## src/rtl/to_hw_pkg.sv

```systemverilog
// Shared types and constants for the software-to-hardware port bank.
// Holds the commit state encoding, the CTRL bit map and register offsets.
package to_hw_pkg;

  typedef enum logic {
    IDLE    = 1'b0,
    PENDING = 1'b1
  } commit_state_e;

  localparam int CTRL_COMMIT    = 0;
  localparam int CTRL_SYNC_MODE = 1;
  localparam int CTRL_PENDING   = 2;

  localparam int COUNT_W = 16;

  // Register offsets counted from the first address past the last channel
  localparam int CTRL_OFS  = 0;
  localparam int COUNT_OFS = 1;

endpackage

```

## src/rtl/to_hw_commit_fsm.sv

```systemverilog
// Commit sequencer: turns CTRL commit requests into one apply pulse.
// Either applies immediately or waits in PENDING for the next frame_sync.
module to_hw_commit_fsm
  import to_hw_pkg::*;
(
  input  logic clk_i,
  input  logic rst_i,
  input  logic commit_req_i,
  input  logic sync_mode_i,
  input  logic frame_sync_i,
  output logic apply_o,
  output logic pending_o
);

  commit_state_e state_q, state_d;

  always_ff @(posedge clk_i) begin
    if (rst_i) state_q <= IDLE;
    else       state_q <= state_d;
  end

  // frame_sync only matters once PENDING, so a coincident pulse in IDLE is dropped
  always_comb begin
    state_d = state_q;
    apply_o = 1'b0;
    case (state_q)
      IDLE: begin
        if (commit_req_i) begin
          if (sync_mode_i) state_d = PENDING;
          else             apply_o = 1'b1;
        end
      end
      PENDING: begin
        if (frame_sync_i) begin
          apply_o = 1'b1;
          state_d = IDLE;
        end
      end
      default: state_d = IDLE;
    endcase
  end

  assign pending_o = (state_q == PENDING);

endmodule

```

## src/rtl/to_hw_port_bank.sv

```systemverilog
// Avalon-MM bank of double-buffered output channels with readback,
// byte-lane writes and atomic (optionally frame-aligned) commit.
module to_hw_port_bank
  import to_hw_pkg::*;
#(
  parameter int              NUM_PORTS = 10,
  parameter int              DATA_W    = 32,
  parameter int              ADDR_W    = 4,
  parameter logic [DATA_W-1:0] RESET_VAL = '0
) (
  input  logic                        clk_clk,
  input  logic                        reset_reset,
  input  logic [ADDR_W-1:0]           avs_address,
  input  logic                        avs_read,
  input  logic                        avs_write,
  input  logic [31:0]                 avs_writedata,
  input  logic [3:0]                  avs_byteenable,
  output logic [31:0]                 avs_readdata,
  input  logic                        frame_sync,
  output logic [NUM_PORTS*DATA_W-1:0] to_hw_export,
  output logic                        to_hw_update
);

  if (NUM_PORTS < 1 || NUM_PORTS > 62) begin : g_bad_ports
    $error("to_hw_port_bank: NUM_PORTS must be 1..62");
  end
  if (DATA_W < 1 || DATA_W > 32) begin : g_bad_width
    $error("to_hw_port_bank: DATA_W must be 1..32");
  end
  if ((2 ** ADDR_W) < NUM_PORTS + 2) begin : g_bad_addr
    $error("to_hw_port_bank: ADDR_W too small for channels plus CTRL and COUNT");
  end

  localparam logic [ADDR_W-1:0] CTRL_ADDR  = ADDR_W'(NUM_PORTS + CTRL_OFS);
  localparam logic [ADDR_W-1:0] COUNT_ADDR = ADDR_W'(NUM_PORTS + COUNT_OFS);

  logic [NUM_PORTS-1:0][DATA_W-1:0] shadow_q, shadow_d;
  logic [NUM_PORTS-1:0][DATA_W-1:0] live_q, live_d;
  logic [COUNT_W-1:0]               count_q, count_d;
  logic                             sync_mode_q, sync_mode_d;
  logic [31:0]                      rdata_q, rdata_d;
  logic                             update_q;
  logic                             ctrl_wr, commit_req, apply, pending;
  logic [31:0]                      rmux;

  assign ctrl_wr    = avs_write && (avs_address == CTRL_ADDR);
  assign commit_req = ctrl_wr && avs_writedata[CTRL_COMMIT];

  // The sync_mode bit written alongside the commit decides how that commit is handled
  to_hw_commit_fsm u_fsm (
    .clk_i        (clk_clk),
    .rst_i        (reset_reset),
    .commit_req_i (commit_req),
    .sync_mode_i  (avs_writedata[CTRL_SYNC_MODE]),
    .frame_sync_i (frame_sync),
    .apply_o      (apply),
    .pending_o    (pending)
  );

  always_comb begin
    shadow_d = shadow_q;
    for (int k = 0; k < NUM_PORTS; k++) begin
      if (avs_write && avs_address == ADDR_W'(k)) begin
        for (int b = 0; b < DATA_W; b++) begin
          if (avs_byteenable[b/8]) shadow_d[k][b] = avs_writedata[b];
        end
      end
    end
  end

  // live copies the pre-write shadow, so a write in the apply cycle waits for the next commit
  assign live_d      = apply ? shadow_q : live_q;
  assign count_d     = apply ? count_q + COUNT_W'(1) : count_q;
  assign sync_mode_d = ctrl_wr ? avs_writedata[CTRL_SYNC_MODE] : sync_mode_q;

  always_comb begin
    rmux = '0;
    for (int k = 0; k < NUM_PORTS; k++) begin
      if (avs_address == ADDR_W'(k)) rmux = 32'(shadow_q[k]);
    end
    if (avs_address == CTRL_ADDR) begin
      rmux[CTRL_SYNC_MODE] = sync_mode_q;
      rmux[CTRL_PENDING]   = pending;
    end
    if (avs_address == COUNT_ADDR) rmux = 32'(count_q);
  end

  assign rdata_d = avs_read ? rmux : rdata_q;

  always_ff @(posedge clk_clk) begin
    if (reset_reset) begin
      shadow_q    <= {NUM_PORTS{RESET_VAL}};
      live_q      <= {NUM_PORTS{RESET_VAL}};
      count_q     <= '0;
      sync_mode_q <= 1'b0;
      rdata_q     <= '0;
      update_q    <= 1'b0;
    end else begin
      shadow_q    <= shadow_d;
      live_q      <= live_d;
      count_q     <= count_d;
      sync_mode_q <= sync_mode_d;
      rdata_q     <= rdata_d;
      update_q    <= apply;
    end
  end

  assign to_hw_export = live_q;
  assign to_hw_update = update_q;
  assign avs_readdata = rdata_q;

endmodule

```

## config.mk

```make
export PLATFORM = sky130hd
export DESIGN_NAME = to_hw_port_bank
export DESIGN_NICKNAME = d
export VERILOG_FILES = /design/src/rtl/to_hw_pkg.sv /design/src/rtl/to_hw_commit_fsm.sv /design/src/rtl/to_hw_port_bank.sv
export SDC_FILE = /design/constraint.sdc
export NUM_CORES = 2
export LEC_CHECK = 0
export ABC_AREA = 0
export CAP_MARGIN = 25
export CORE_MARGIN = 1.5
export CORE_UTILIZATION = 45
export DETAILED_ROUTE_END_ITERATION = 12
export GPL_ROUTABILITY_DRIVEN = 0
export GPL_TIMING_DRIVEN = 1
export PLACE_DENSITY = 0.64
export RECOVER_POWER = 50
export SLEW_MARGIN = 15
export SYNTH_ARGS = -nofsm -noshare
export SYNTH_HDL_FRONTEND = slang
export SYNTH_SLANG_ARGS = --single-unit
```

## constraint.sdc

```tcl
create_clock -name clk_clk -period 3.7 [get_ports clk_clk]
set_input_delay 0.555 -clock clk_clk [delete_from_list [all_inputs] [get_ports clk_clk]]
set_output_delay 0.555 -clock clk_clk [all_outputs]
set_load 0.05 [all_outputs]
```

==> results by group <==
Status
  • Status: completed

Critical path
  • Slowest cell on crit path: o41a_1
  • CP max FO: 160
  • Worst setup SP type: input port
  • Critical Path, Cell by Cell: dlygate4sd3_1 > clkbuf_1 > nand2b_1 > o41a_1 > buf_12 > nand2_1 > a21oi_1
  • WS Path Type: in2reg
  • Depth of the worst register-to-register path: 5
  • CP Capture Type: register
  • Critical path required time: 4.18 ns
  • Max incr delay on CP: 0.73 ns
  • Arr. time, crit path: 3.63 ns

STA
  • FMAX: 317 MHz
  • Hold_ws: 0.445 ns
  • Slew @ Worst Pin: 1.31 ns
  • RSZ-0062 raised after global routing: false
  • Slew Limit Fails: 0
  • Hold Vio Cnt, Final: 0
  • Setup violations, final: 0
  • Min Tclk post-route: 3.16 ns
  • Max Clock Skew: 0.0224 ns
  • Fin crit share: 0.853
  • Total Neg Setup Slack: 0 ns
  • Slew HR: 0.125
  • Final WS setup: 0.545 ns

Finish
  • Area Growth Syn to Fin: 25.1%
  • Final Core Density: 0.571
  • Layout Nets: 3834
  • Post-route insts no fill: 4620
  • Layout cell share with drive strength beyond 1: 0.0587
  • Final Cell Area: 0.0346 mm²

Clock network
  • Clock sinks: 691
  • Hold Buf Count CTS: 0
  • Total CTS buffers: 73
  • H-tree levels: 3
  • Root buffer cell: clkbuf_16
  • CTS tree: built
  • Post-CTS Setup Bufs: 0
  • Maximum clock insertion buffer count: 3
  • Resized Gates After CTS: 0
  • Clock transition at the registers of the reported paths: 0.06 ns
  • Insertion delay to the later sink of the worst-skew pair: 0.63 ns

Place
  • Placement Cell Area: 0.0322 mm²
  • Number of placed cells counting well taps: 4493
  • HPWL after DPL: 80.2 mm
  • IO buf count: 397
  • Worst slack, placed: 0.554 ns

Min path
  • Hold depth: 2
  • Min-Delay Path Class: reg2reg

Routing
  • Detail Route Antenna Nets: 0
  • Average wire per standard cell: 24.9 µm
  • Routed vias: 27800
  • # DRC: 0
  • Drt pass-1 iters: 6
  • Via density: 6.01
  • DRT Wirelength: 115 mm
  • Initial drt markers: 4199

Die
  • Die area: 0.0629 mm²
  • Core area: 0.0606 mm²
  • IO Count: 398
  • Rows: 90
  • Die height: 251 µm
  • Initial Utilization: 0.456
  • Die W: 251 µm

Logic synthesis
  • Prevailing post-synth register cell: dfxtp_1
  • Area leader, netlist: dfxtp_1
  • Register bit total from synthesis: 691
  • Post-synth EDFFs: 0
  • Synth top area share: 0.500
  • Number of warnings issued by yosys: 0
  • Avg Synthesized Cell Area: 7.83 µm²
  • Area contributors post-synth: dfxtp_1 50%, nand2_1 14%, a21oi_1 12%, o21ai_0 4.7%, clkbuf_1 3.1%
  • Synth Instances: 3528
  • Mapped Nets: 3574
  • Seq/Total Area, Yosys: 0.500
  • Mapped Area: 0.0276 mm²
  • Unique masters post-synth: 64
  • Most common cell in the netlist: nand2_1
  • FFs w/ async S/R, synth: 0
  • Synth top cells by count: 1009 x nand2_1, 691 x dfxtp_1, 646 x a21oi_1

Job
  • Max_cap viols: 0

Global route
  • GR Overflow Total: 0
  • Overall Global Routing Usage: 0.352
  • Largest net degree at the start of global routing: 161
  • Antenna violations before repair: 5
  • Global-route wire length before repair: 166 mm
  • Vias in the first global route: 24800

Power
  • LEAKAGE: 12.0 nW
  • Worst VDD drop: 0.000302 V
  • Pwr Total: 16.0 mW
  • Pwr Density: 463 mW/mm²
[worst paths after layout]
path / from / end / slack [ns]
worst max-delay path: avs_address[3] / to_hw_export[109]$_SDFFE_PP0P_ / 0.54
worst min-delay path: to_hw_export[179]$_SDFFE_PP0P_ / to_hw_export[179]$_SDFFE_PP0P_ / 0.45
worst max register to register: u_fsm.pending_o$_SDFF_PP0_ / to_hw_export[109]$_SDFFE_PP0P_ / 1.25
worst min register to register: to_hw_export[179]$_SDFFE_PP0P_ / to_hw_export[179]$_SDFFE_PP0P_ / 0.45
[cell type report]
cell class                 instances  area, µm²
antenna                            3       7.51
clock buffer                     103       2130
clock inverter                    19        238
fill                            5676      26000
inverter                           6       22.5
multi-input combinational       2524      12600
sequential                       691      13800
tap                              782        978
timing repair buffer             492       4790
[critical path, delay by kind of cell]
| family | cells | cell delay [ns] |
|---|---|---|
| compound gates | 2 | 0.82 |
| simple gates | 2 | 0.50 |
| buf+inv | 3 | 1.46 |
[layer usage]
metal / wire length (µm) / vias to the layer above / track usage
li1: - / 12500 / -
met1: 46500 / 13100 / 0.492
met2: 47100 / 1754 / 0.491
met3: 14500 / 324 / 0.0901
met4: 6820 / 6 / 0.199
met5: 32 / - / 0
[report_power, final]
group	switching, mW	leakage, nW	internal [mW]
clock	3.12	1.17	4.35
sequential	0.0498	5.57	7.48
combinational	0.749	5.23	0.242
total	3.92	12.0	12.1
[sequential cells by signal, summed over array words and instances (netlist names)]
signal / cells
sync_mode_q: 1
avs_readdata: 32
count_q: 16
to_hw_export: 320
shadow_q: 320
u_fsm.pending_o: 1
to_hw_update: 1
[placed cells by master, fill, tap and decap left out, types with 26 or more instances in the layout]
cell type	count
nand3_1	117
dlygate4sd3_1	180
buf_4	70
nand2_1	1009
nor2_1	118
a221oi_1	26
o21ai_0	259
a21oi_1	646
clkbuf_16	75
dfxtp_1	691
clkdlybuf4s50_1	212
mux2i_1	76
[kinds of logic after synthesis]
| kind of cell | after synthesis | synth area share |
|---|---|---|
| and+or+nand+nor | 1343 | 0.198 |
| adders and majority gates | 1 | 0.000453 |
| AOI/OAI and AO/OA | 1074 | 0.212 |
| buffers and inverters | 313 | 0.0459 |
| muxes | 93 | 0.0393 |
| xor gates and xnor gates | 13 | 0.00412 |
| DFF | 691 | 0.500 |
Note: power is estimated with default switching activity, not from simulation.
